<file path="config.mk">
export PLATFORM = sky130hd
export DESIGN_NAME = seven_seg_scan_ctrl
export DESIGN_NICKNAME = d
export VERILOG_FILES = /design/src/rtl/seven_seg_pkg.sv /design/src/rtl/seven_seg_hex_decode.sv /design/src/rtl/seven_seg_scan_ctrl.sv
export SDC_FILE = /design/constraint.sdc
export NUM_CORES = 1
export LEC_CHECK = 0
export BUFFER_PORTS_ARGS = -buffer_cell sky130_fd_sc_hd__clkbuf_2
export CAP_MARGIN = 15
export CELL_PAD_IN_SITES_DETAIL_PLACEMENT = 1
export CELL_PAD_IN_SITES_GLOBAL_PLACEMENT = 1
export CORE_MARGIN = 4
export CORE_UTILIZATION = 48
export DETAILED_ROUTE_END_ITERATION = 12
export MAX_ROUTING_LAYER = met4
export PLACE_DENSITY = 0.8
export SYNTH_ARGS = -nofsm -noshare
export SYNTH_HDL_FRONTEND = slang
export SYNTH_SLANG_ARGS = --single-unit
</file>
<file path="constraint.sdc">
create_clock -name clk -period 5.4 [get_ports clk]
set_clock_uncertainty 0.05 [all_clocks]
set_input_delay 1.08 -clock clk [delete_from_list [all_inputs] [get_ports clk]]
set_output_delay 1.08 -clock clk [all_outputs]
set_load 0.005 [all_outputs]
</file>
<file path="src/rtl/seven_seg_pkg.sv">
// Shared definitions for the seven-segment scan controller: register map,
// CTRL field positions, scan FSM encoding and the hex-to-segment table.
package seven_seg_pkg;

    localparam logic [1:0] ADDR_DATA   = 2'd0;
    localparam logic [1:0] ADDR_CTRL   = 2'd1;
    localparam logic [1:0] ADDR_STATUS = 2'd2;

    localparam int CTRL_EN         = 0;
    localparam int CTRL_LZ         = 1;
    localparam int CTRL_DP_LSB     = 4;
    localparam int CTRL_MASK_LSB   = 8;
    localparam int CTRL_BRIGHT_LSB = 12;

    localparam logic [15:0] CTRL_RESET = 16'hFF01;

    typedef enum logic [1:0] {
        ST_IDLE  = 2'd0,
        ST_BLANK = 2'd1,
        ST_ON    = 2'd2,
        ST_REST  = 2'd3
    } scan_state_e;

    // Segment order is g..a in bits [6:0], active-high.
    function automatic logic [6:0] hex_to_seg(input logic [3:0] nib);
        logic [6:0] s;
        case (nib)
            4'h0: s = 7'h3F;
            4'h1: s = 7'h06;
            4'h2: s = 7'h5B;
            4'h3: s = 7'h4F;
            4'h4: s = 7'h66;
            4'h5: s = 7'h6D;
            4'h6: s = 7'h7D;
            4'h7: s = 7'h07;
            4'h8: s = 7'h7F;
            4'h9: s = 7'h6F;
            4'hA: s = 7'h77;
            4'hB: s = 7'h7C;
            4'hC: s = 7'h39;
            4'hD: s = 7'h5E;
            4'hE: s = 7'h79;
            default: s = 7'h71;
        endcase
        return s;
    endfunction

endpackage

</file>
<file path="src/rtl/seven_seg_hex_decode.sv">
// Nibble to active-high seven-segment pattern (g..a).
module seven_seg_hex_decode
    import seven_seg_pkg::*;
(
    input  logic [3:0] nibble,
    output logic [6:0] seg
);

    always_comb begin
        seg = hex_to_seg(nibble);
    end

endmodule

</file>
<file path="src/rtl/seven_seg_scan_ctrl.sv">
// Avalon-MM slave scanning a 4-digit multiplexed seven-segment display with
// frame-synchronous data update, PWM brightness, anti-ghost blanking and LZ blanking.
module seven_seg_scan_ctrl
    import seven_seg_pkg::*;
#(
    parameter int SLOT_CYCLES    = 5008,
    parameter int BLANK_CYCLES   = 256,
    parameter bit SEG_ACTIVE_LOW = 1'b1,
    parameter bit DIG_ACTIVE_LOW = 1'b1
) (
    input  logic        clk,
    input  logic        reset_n,
    input  logic [1:0]  address,
    input  logic        chipselect,
    input  logic        write_n,
    input  logic        read_n,
    input  logic [15:0] writedata,
    output logic [15:0] readdata,
    output logic [7:0]  seg,
    output logic [3:0]  dig,
    output logic        frame_sync
);

    localparam int CNT_MAX = (SLOT_CYCLES > BLANK_CYCLES) ? SLOT_CYCLES : BLANK_CYCLES;
    localparam int CNT_W   = $clog2(CNT_MAX + 1);

    localparam logic [CNT_W-1:0] SLOT_LEN   = CNT_W'(SLOT_CYCLES);
    localparam logic [CNT_W-1:0] BLANK_LAST = CNT_W'(BLANK_CYCLES - 1);
    localparam logic [CNT_W-1:0] SLOT_UNIT  = CNT_W'(SLOT_CYCLES / 16);
    localparam logic [CNT_W-1:0] CNT_ONE    = CNT_W'(1);

    scan_state_e      state_q, state_d;
    logic [CNT_W-1:0] cnt_q, cnt_d;
    logic [CNT_W-1:0] on_len_q, on_len_d;
    logic [1:0]       digit_q, digit_d;
    logic             lit_q, lit_d;
    logic [7:0]       seg_q, seg_d;
    logic [3:0]       dig_q, dig_d;
    logic             frame_sync_q, frame_sync_d;
    logic [15:0]      ctrl_q, ctrl_d;
    logic [15:0]      pending_q, pending_d;
    logic [15:0]      active_q, active_d;
    logic             pend_flag_q, pend_flag_d;
    logic [15:0]      readdata_q, readdata_d;

    logic             blank_entry;
    logic             wr_en, rd_en;
    logic [3:0]       nibble_sel;
    logic [6:0]       hex_seg;

    assign wr_en = chipselect & ~write_n;
    assign rd_en = chipselect & ~read_n;

    // Scan sequencing: BLANK -> ON -> REST per digit, REST skipped at full brightness.
    always_comb begin
        state_d      = state_q;
        cnt_d        = cnt_q + CNT_ONE;
        digit_d      = digit_q;
        blank_entry  = 1'b0;
        case (state_q)
            ST_IDLE: begin
                cnt_d   = '0;
                digit_d = 2'd0;
                if (ctrl_q[CTRL_EN]) begin
                    state_d     = ST_BLANK;
                    blank_entry = 1'b1;
                end
            end
            ST_BLANK: begin
                if (cnt_q == BLANK_LAST) begin
                    state_d = ST_ON;
                    cnt_d   = '0;
                end
            end
            ST_ON: begin
                if (cnt_q == on_len_q - CNT_ONE) begin
                    cnt_d = '0;
                    if (on_len_q == SLOT_LEN) begin
                        state_d     = ST_BLANK;
                        digit_d     = digit_q + 2'd1;
                        blank_entry = 1'b1;
                    end else begin
                        state_d = ST_REST;
                    end
                end
            end
            default: begin
                if (cnt_q == SLOT_LEN - on_len_q - CNT_ONE) begin
                    cnt_d       = '0;
                    state_d     = ST_BLANK;
                    digit_d     = digit_q + 2'd1;
                    blank_entry = 1'b1;
                end
            end
        endcase
        if (!ctrl_q[CTRL_EN]) begin
            state_d     = ST_IDLE;
            cnt_d       = '0;
            digit_d     = 2'd0;
            blank_entry = 1'b0;
        end
        frame_sync_d = blank_entry && (digit_d == 2'd0);
    end

    // Bus side: the shadow DATA value is promoted to the displayed value only at a frame boundary.
    always_comb begin
        ctrl_d      = ctrl_q;
        pending_d   = pending_q;
        pend_flag_d = pend_flag_q;
        active_d    = active_q;
        readdata_d  = readdata_q;
        if (frame_sync_d && pend_flag_q) begin
            active_d    = pending_q;
            pend_flag_d = 1'b0;
        end
        if (wr_en && address == ADDR_DATA) begin
            pending_d   = writedata;
            pend_flag_d = 1'b1;
        end
        if (wr_en && address == ADDR_CTRL) begin
            ctrl_d = writedata;
        end
        if (rd_en) begin
            case (address)
                ADDR_DATA:   readdata_d = pending_q;
                ADDR_CTRL:   readdata_d = ctrl_q;
                ADDR_STATUS: readdata_d = {13'b0, digit_q, pend_flag_q};
                default:     readdata_d = 16'h0000;
            endcase
        end
    end

    assign nibble_sel = active_d[{digit_d, 2'b00} +: 4];

    seven_seg_hex_decode u_hex_decode (
        .nibble (nibble_sel),
        .seg    (hex_seg)
    );

    // Per-slot attributes are frozen at BLANK entry so CTRL writes only affect later slots.
    always_comb begin
        on_len_d = on_len_q;
        lit_d    = lit_q;
        seg_d    = seg_q;
        if (state_d == ST_IDLE) begin
            seg_d = 8'h00;
            lit_d = 1'b0;
        end else if (blank_entry) begin
            on_len_d = (CNT_W'(ctrl_q[CTRL_BRIGHT_LSB +: 4]) + CNT_ONE) * SLOT_UNIT;
            seg_d    = {ctrl_q[CTRL_DP_LSB + 32'(digit_d)], hex_seg};
            lit_d    = ctrl_q[CTRL_MASK_LSB + 32'(digit_d)] &&
                       !(ctrl_q[CTRL_LZ] && digit_d != 2'd0 &&
                         (active_d >> {digit_d, 2'b00}) == 16'h0000);
        end
        dig_d = (state_d == ST_ON && lit_q) ? (4'b0001 << digit_q) : 4'b0000;
    end

    always_ff @(posedge clk or negedge reset_n) begin
        if (!reset_n) begin
            state_q      <= ST_IDLE;
            cnt_q        <= '0;
            on_len_q     <= '0;
            digit_q      <= 2'd0;
            lit_q        <= 1'b0;
            seg_q        <= 8'h00;
            dig_q        <= 4'h0;
            frame_sync_q <= 1'b0;
            ctrl_q       <= CTRL_RESET;
            pending_q    <= 16'h0000;
            active_q     <= 16'h0000;
            pend_flag_q  <= 1'b0;
            readdata_q   <= 16'h0000;
        end else begin
            state_q      <= state_d;
            cnt_q        <= cnt_d;
            on_len_q     <= on_len_d;
            digit_q      <= digit_d;
            lit_q        <= lit_d;
            seg_q        <= seg_d;
            dig_q        <= dig_d;
            frame_sync_q <= frame_sync_d;
            ctrl_q       <= ctrl_d;
            pending_q    <= pending_d;
            active_q     <= active_d;
            pend_flag_q  <= pend_flag_d;
            readdata_q   <= readdata_d;
        end
    end

    assign seg        = SEG_ACTIVE_LOW ? ~seg_q : seg_q;
    assign dig        = DIG_ACTIVE_LOW ? ~dig_q : dig_q;
    assign frame_sync = frame_sync_q;
    assign readdata   = readdata_q;

endmodule

</file>
# After elaboration in Yosys (flattened, before gate mapping)
# Memory sizes are Yosys's and may differ from the RTL's.
# Cells that the tools add are included.
[word_totals]
regBits = 109
mem_bits_rw = 0
input_bits = 23
rom_bits = 112
latch_bits = 0
memories = 1
elab_cells = 96
out_inout_bits = 29
[op_classes]
shift = 3
mul = 1
bitwise_logic = 7
n_div = 0
n_lt_le_gt_ge = 2
n_mux = 34
n_reduce_logical = 18
eq_ne = 9
add_sub_neg = 8
[memory_table]
columns = ["memory", "words", "word_bits", "read_ports", "rd_ports_with_merged_regs", "wr", "line_no", "text"]
rows = [
  ["(no name shown)", 16, 7, 1, 0, 0, "seven_seg_pkg.sv:27", "case (nib)"],
]
[op_table]
columns = ["op", "count"]
rows = [
  ["two-way mux 13 bit", 4],
  ["one-hot mux 16 bit (3 select lines)", 1],
  ["one-hot mux 13 bit (3 select lines)", 1],
  ["== test 13 bit", 2],
  ["subtractor 13 x 1 -> 13 bit (second input constant)", 2],
  ["two-way mux 2 bit", 9],
  ["logical NOT 16 bit", 1],
  ["two-way mux 16 bit", 1],
  ["two-way mux 8 bit", 2],
  ["variable part select 16 x 5 -> 4 bit", 1],
  [">> shifter 16 x 4 -> 16 bit", 1],
  ["adder 13 x 1 -> 13 bit (second input constant)", 1],
  ["== test 13 bit (second input constant)", 1],
  ["== test 13 x 8 -> 1 bit (second input constant)", 1],
  ["multiplier 5 x 9 -> 13 bit (second input constant)", 1],
  ["subtractor 13 bit (first input constant)", 1],
  ["one-hot mux 2 bit (3 select lines)", 2],
  ["two-way mux 1 bit", 10],
  ["binary-select mux 1 bit (select 4 bit)", 2],
  ["logical AND 1 bit", 8],
  ["logical NOT 2 bit", 4],
  ["inverter 8 bit", 1],
  ["== test 2 bit (second input constant)", 3],
  ["nonzero test 2 bit", 3],
  ["other kinds (15)", 19],
]

# Logic depth before layout (Yosys ltp)
[depth]
ltp_word = 17
mapped_depth = 18
ltp_nobuf = 18

# Modules after synthesis
# From an unflattened synthesis, not the netlist that was laid out.
[hier_totals]
hier_cells = 705
area_unflattened_um2 = 6866.6
[by_module_without_submodules]
columns = ["mod", "n_inst", "cells_per_inst", "seq_area_each_um2", "area_per_inst_um2"]
rows = [
  ["seven_seg_scan_ctrl", 1, 672, 2738.9, 6578.8],
  ["seven_seg_hex_decode", 1, 33, 0.0, 287.8],
]

# Worst setup path before layout
# OpenSTA, ideal clock, no wires.
[synth_path]
path_kind = "register to register"
from = "reg on_len_q[1]"
to = "reg seg_q[3]"
t_arrival_ns = 3.977
path_slack_ns = 1.247
required_ns = 5.224
period_less_slack_ns = 4.153
path_stages_with_launch = 14
setup_time_ns = 0.126
path_buffers = 0
cell_sequence = "dfrtp_1 -> or4_4 -> or3_1 -> a211oi_2 -> nand4_2 -> nor4b_2 -> a41oi_2 -> mux2_2 -> mux4_2 -> inv_1 -> ha_1 -> nor2_1 -> a2111oi_2 -> a311o_1"
[synth_via]
elab_chain_cells = 14
word_cells_on_any_way = 31
cone_classes = "add/sub: 3; eq/ne: 3; shift: 1; mux: 18; reduce/logical: 5; memory: 1"
[synth_rtl]
columns = ["item", "line_no", "text"]
rows = [
  ["from (decl)", "seven_seg_scan_ctrl.sv:34", "logic [CNT_W-1:0] on_len_q, on_len_d;"],
  ["from (signal assigned)", "seven_seg_scan_ctrl.sv:176", "on_len_q <= on_len_d;"],
  ["subtractor 13 bit", "seven_seg_scan_ctrl.sv:88", "if (cnt_q == SLOT_LEN - on_len_q - CNT_ONE) begin"],
  ["subtractor 13 x 1 -> 13 bit", "seven_seg_scan_ctrl.sv:88", ""],
  ["== test 13 bit", "seven_seg_scan_ctrl.sv:88", ""],
  ["two-way mux 2 bit", "seven_seg_scan_ctrl.sv:88", ""],
  ["one-hot mux 2 bit (3 select lines)", "seven_seg_scan_ctrl.sv:60", "case (state_q)"],
  ["two-way mux 2 bit", "seven_seg_scan_ctrl.sv:96", "if (!ctrl_q[CTRL_EN]) begin"],
  ["logical NOT 2 bit", "seven_seg_scan_ctrl.sv:102", "frame_sync_d = blank_entry && (digit_d == 2'd0);"],
  ["logical AND 1 bit", "seven_seg_scan_ctrl.sv:102", ""],
  ["logical AND 1 bit", "seven_seg_scan_ctrl.sv:112", "if (frame_sync_d && pend_flag_q) begin"],
  ["two-way mux 16 bit", "seven_seg_scan_ctrl.sv:112", ""],
  ["variable part select 16 x 5 -> 4 bit", "seven_seg_scan_ctrl.sv:133", "assign nibble_sel = active_d[{digit_d, 2'b00} +: 4];"],
  ["memory (16 x 7 bit)", "-", ""],
  ["two-way mux 8 bit", "seven_seg_scan_ctrl.sv:148", "end else if (blank_entry) begin"],
  ["two-way mux 8 bit", "seven_seg_scan_ctrl.sv:145", "if (state_d == ST_IDLE) begin"],
  ["to (signal assigned)", "seven_seg_scan_ctrl.sv:179", "seg_q <= seg_d;"],
  ["to (decl)", "seven_seg_scan_ctrl.sv:37", "logic [7:0] seg_q, seg_d;"],
]
# Parallel ways exist; a longest one is shown, timed or not. The select of a mux whose other input is x is not followed.
# A chain may end at the register's enable or synchronous reset.

# Worst setup path in the final report
[layout_path]
from = "reg on_len_q[4]"
to = "reg lit_q"
[layout_via]
elab_chain_cells = 17
word_cells_on_any_way = 39
cone_classes = "add/sub: 4; eq/ne: 3; shift: 1; mux: 20; reduce/logical: 11"
[layout_rtl]
columns = ["item", "line_no", "text"]
rows = [
  ["subtractor 13 bit", "seven_seg_scan_ctrl.sv:88", ""],
  ["subtractor 13 x 1 -> 13 bit", "seven_seg_scan_ctrl.sv:88", ""],
  ["== test 13 bit", "seven_seg_scan_ctrl.sv:88", ""],
  ["two-way mux 2 bit", "seven_seg_scan_ctrl.sv:88", ""],
  ["one-hot mux 2 bit (3 select lines)", "seven_seg_scan_ctrl.sv:60", ""],
  ["two-way mux 2 bit", "seven_seg_scan_ctrl.sv:96", ""],
  ["logical NOT 2 bit", "seven_seg_scan_ctrl.sv:102", ""],
  ["logical AND 1 bit", "seven_seg_scan_ctrl.sv:102", ""],
  ["logical AND 1 bit", "seven_seg_scan_ctrl.sv:112", ""],
  ["two-way mux 16 bit", "seven_seg_scan_ctrl.sv:112", ""],
  [">> shifter 16 x 4 -> 16 bit", "seven_seg_scan_ctrl.sv:153", "(active_d >> {digit_d, 2'b00}) == 16'h0000);"],
  ["logical NOT 16 bit", "seven_seg_scan_ctrl.sv:153", ""],
  ["logical AND 1 bit", "seven_seg_scan_ctrl.sv:152", "!(ctrl_q[CTRL_LZ] && digit_d != 2'd0 &&"],
  ["logical NOT 1 bit", "seven_seg_scan_ctrl.sv:152", ""],
  ["logical AND 1 bit", "seven_seg_scan_ctrl.sv:151", "lit_d = ctrl_q[CTRL_MASK_LSB + 32'(digit_d)] &&"],
  ["two-way mux 1 bit", "seven_seg_scan_ctrl.sv:148", ""],
  ["two-way mux 1 bit", "seven_seg_scan_ctrl.sv:145", ""],
  ["to (signal assigned)", "seven_seg_scan_ctrl.sv:178", "lit_q <= lit_d;"],
  ["to (decl)", "seven_seg_scan_ctrl.sv:36", "logic lit_q, lit_d;"],
]
# Parallel ways exist; a longest one is shown, timed or not. The select of a mux whose other input is x is not followed.

==> out/metrics.cfg <==
[worst_setup_path]
r2r_start=on_len_q[4]$_DFFE_PN0P_
crit_path_start_kind=flop
r2r_end=lit_q$_DFFE_PN0P_
regToRegSetupSlack_ns=0.58
slowest_stage=nor4_1
worstSetupPathType=flop to flop
cp-startpoint=on_len_q[4]$_DFFE_PN0P_
end_kind=flop
critical-path-max-stage-delay_ns=0.64
crit_buf_inv=2
worst-endpoint-required_ns=5.56
worstPathMaxFanout=8
reg2regPathDepth=15
cp.arrival_ns=4.98
worst_path_dominant_cell_family=compound AO/OA/AOI/OAI gates
cp_cell_sequence=inv_1, ha_1, nand2b_1, a21o_1, a2111oi_0, nand3_1, nor4_1, a21oi_1, a21oi_2, mux4_2, inv_1, ha_1, nand2_1, o311ai_0, a31oi_1

[placed_design]
port_buffers=51
dp_hpwl_mm=13.5
gp_congestion=0.898

[power_and_ir_drop]
p_int_mw=2.09
power-per-cell-area_nw_per_um2=485
p_leak_nw=3.42
switching_share_pct=42.3
p_switching_mw=1.53
p_seq_share_pct=36.9
vdd_drop_max_mv=0.307
pwr-share-clk_pct=19.0
p_comb_share_pct=44.1

[synth]
synthesis.nets=752
netlist_area_um2=6760
synth_warnings=0
ys_types=71
ys_seq_area_share_pct=40.5
synth-edff-count=0
async_flop_share_pct=100
ys_seq_elements=109
syn_inst=685
yosys_most_used_dff=dfrtp_1
synth.avg_cell_area_um2=9.87

[min_path]
hp-class=flop to flop
hold_path_depth=2
hold_start=readdata[0]$_DFFE_PN0P_
min_to=readdata[0]$_DFFE_PN0P_

[timing]
fmax_mhz=208
hold_violations=0
setup_violations=0
relSlewSlack_pct=39.9
worstMarginPinSlew_ns=0.901
period_minus_slack_ns=4.82
setup_tns_ns=0
slew_violations=0
grt_setup_unrepaired=no
period_share_pct=89.2

[detailed_routing]
wirelength_mm=17.7
wl_per_cell_um=19.6
dr.first_iter.drc_count=275
antenna_left=0
vias=5182
drc=0
firstDrtPassIters=4
vias_per_cell=5.74

[global_route]
antenna_found_initial=0
grt_max_degree=72
grt_overflow=0
grt_use_total_pct=24.0
grt_pass1_wl_mm=30.0
grt_pass1_vias=5674

[finish]
drive_gt1_share_pct=21.7
nets=785
diodes=0
fillCellCount=1548
final_cell_mix=dfrtp_1 (100), inv_1 (51), mux2_2 (51)
layout_commonest_cell=dfrtp_1
area_growth_pct=10.6
final_core_util_pct=54.1

[clocking]
postCtsSetupRepairBufs=0
cts_resized=0
cts.clk_slew.worst_paths_ns=0.08
cts_inserted_buffers=9
cts-htree-levels=3
clock_latency_ns=0.36
cts_hold_buf=0
clkSinkCount=109
cts_buffer_depth=2
cts_tree=built
cts-root-buf=clkbuf_16

[die]
dieArea_um2=16000
fp.dieH_um=127
io_pins=52
rows=43
die_x_um=127
core_area_um2=13800
floorplan.initialDensity_pct=48.9

[run]
drv_cap=0

[outcome]
status=completed

-- synthesized netlist by cell type (all sizes together), types with 11 or more instances --
master,n,area [um2]
o21ai,46,230
nor2,51,194
a21oi,24,139
mux2i,24,240
dfrtp,100,2500
mux2,52,589
nor3,13,65.1
xor2,19,166
nand2,50,188
nand3,20,100
ha,39,488
inv,52,195
xnor2,27,236
nor2b,11,68.8
clkbuf,27,101
-- sequential cells by signal (all words and copies together), names as in the netlist --
name         flops
lit_q            1
on_len_q        13
ctrl_q          16
cnt_q           13
readdata        16
pend_flag_q      1
state_q          2
seg_q            8
pending_q       16
active_q        16
digit_q          2
dig_q            4
frame_sync       1
-- cell type report --
class | instances | area [um2] | area share [%]
repair buffers | 58 | 310 | 4.15
multi-input cells | 488 | 3690 | 49.4
clock buffers | 9 | 225 | 3.01
flip-flops and latches | 109 | 2740 | 36.6
clock inverters | 7 | 86.3 | 1.15
well taps | 180 | 225 | 3.01
inverters | 52 | 195 | 2.61
-- tightest hold or removal path: stages, from the launching register on --
cell and delay, ns:
dfrtp_1 0.34, nand2_1 0.05, o21ai_0 0.06
-- cell families after synthesis --
group                      count (synthesis)  synth area share (%)
and+or+nand+nor                          197                  14.6
adders and majority gates                 44                  8.70
AOI/OAI and AO/OA                        124                  12.4
DFF                                      109                  40.5
xor gates and xnor gates                  46                  5.96
muxes                                     77                  12.6
buffers and inverters                     88                  5.20
-- power groups by stage --
stage | registers, mW | clock network (mW) | logic, mW
floorplan | 1.18 | 0 | 1.29
global placement | 1.33 | 0 | 1.53
finish | 1.34 | 0.690 | 1.60
global route | 1.38 | 0.746 | 1.81
CTS | 1.33 | 0.705 | 1.62
detailed placement | 1.35 | 0 | 1.61
-- layer usage --
layer	GRT usage, %	routed length (um)	up-vias
met1	31.3	7970	2613
li1	-	-	2465
met3	4.63	585	27
met2	39.2	8890	77
met5	-	0	-
met4	4.92	262	0
-- metrics by stage --
stage	power (mW)	cell area (um2)	hold slack, ns	cells	setup WS, ns
6_report	3.63	7480	0.434	903	0.585
4_1_cts	3.66	7480	0.441	903	0.579
5_1_grt	3.93	7480	0.475	903	0.0524
3_5_place_dp	2.95	7160	0.424	887	0.588
2_1_floorplan	2.47	6760	0.417	685	1.25
3_3_place_gp	2.86	7160	0.415	887	0.929
-- how the worst max path moves through the flow --
stage | depth (start not counted) | end | slack [ns]
6_report | 15 | lit_q$_DFFE_PN0P_ | 0.58
5_1_grt | 15 | lit_q$_DFFE_PN0P_ | 0.05
4_1_cts | 15 | lit_q$_DFFE_PN0P_ | 0.58
3_5_place_dp | 15 | lit_q$_DFFE_PN0P_ | 0.59
3_3_place_gp | 17 | lit_q$_DFFE_PN0P_ | 0.93
2_1_floorplan | 13 | seg_q[3]$_DFFE_PN0P_ | 1.25
No activity file was read; power rests on OpenSTA's default activity.
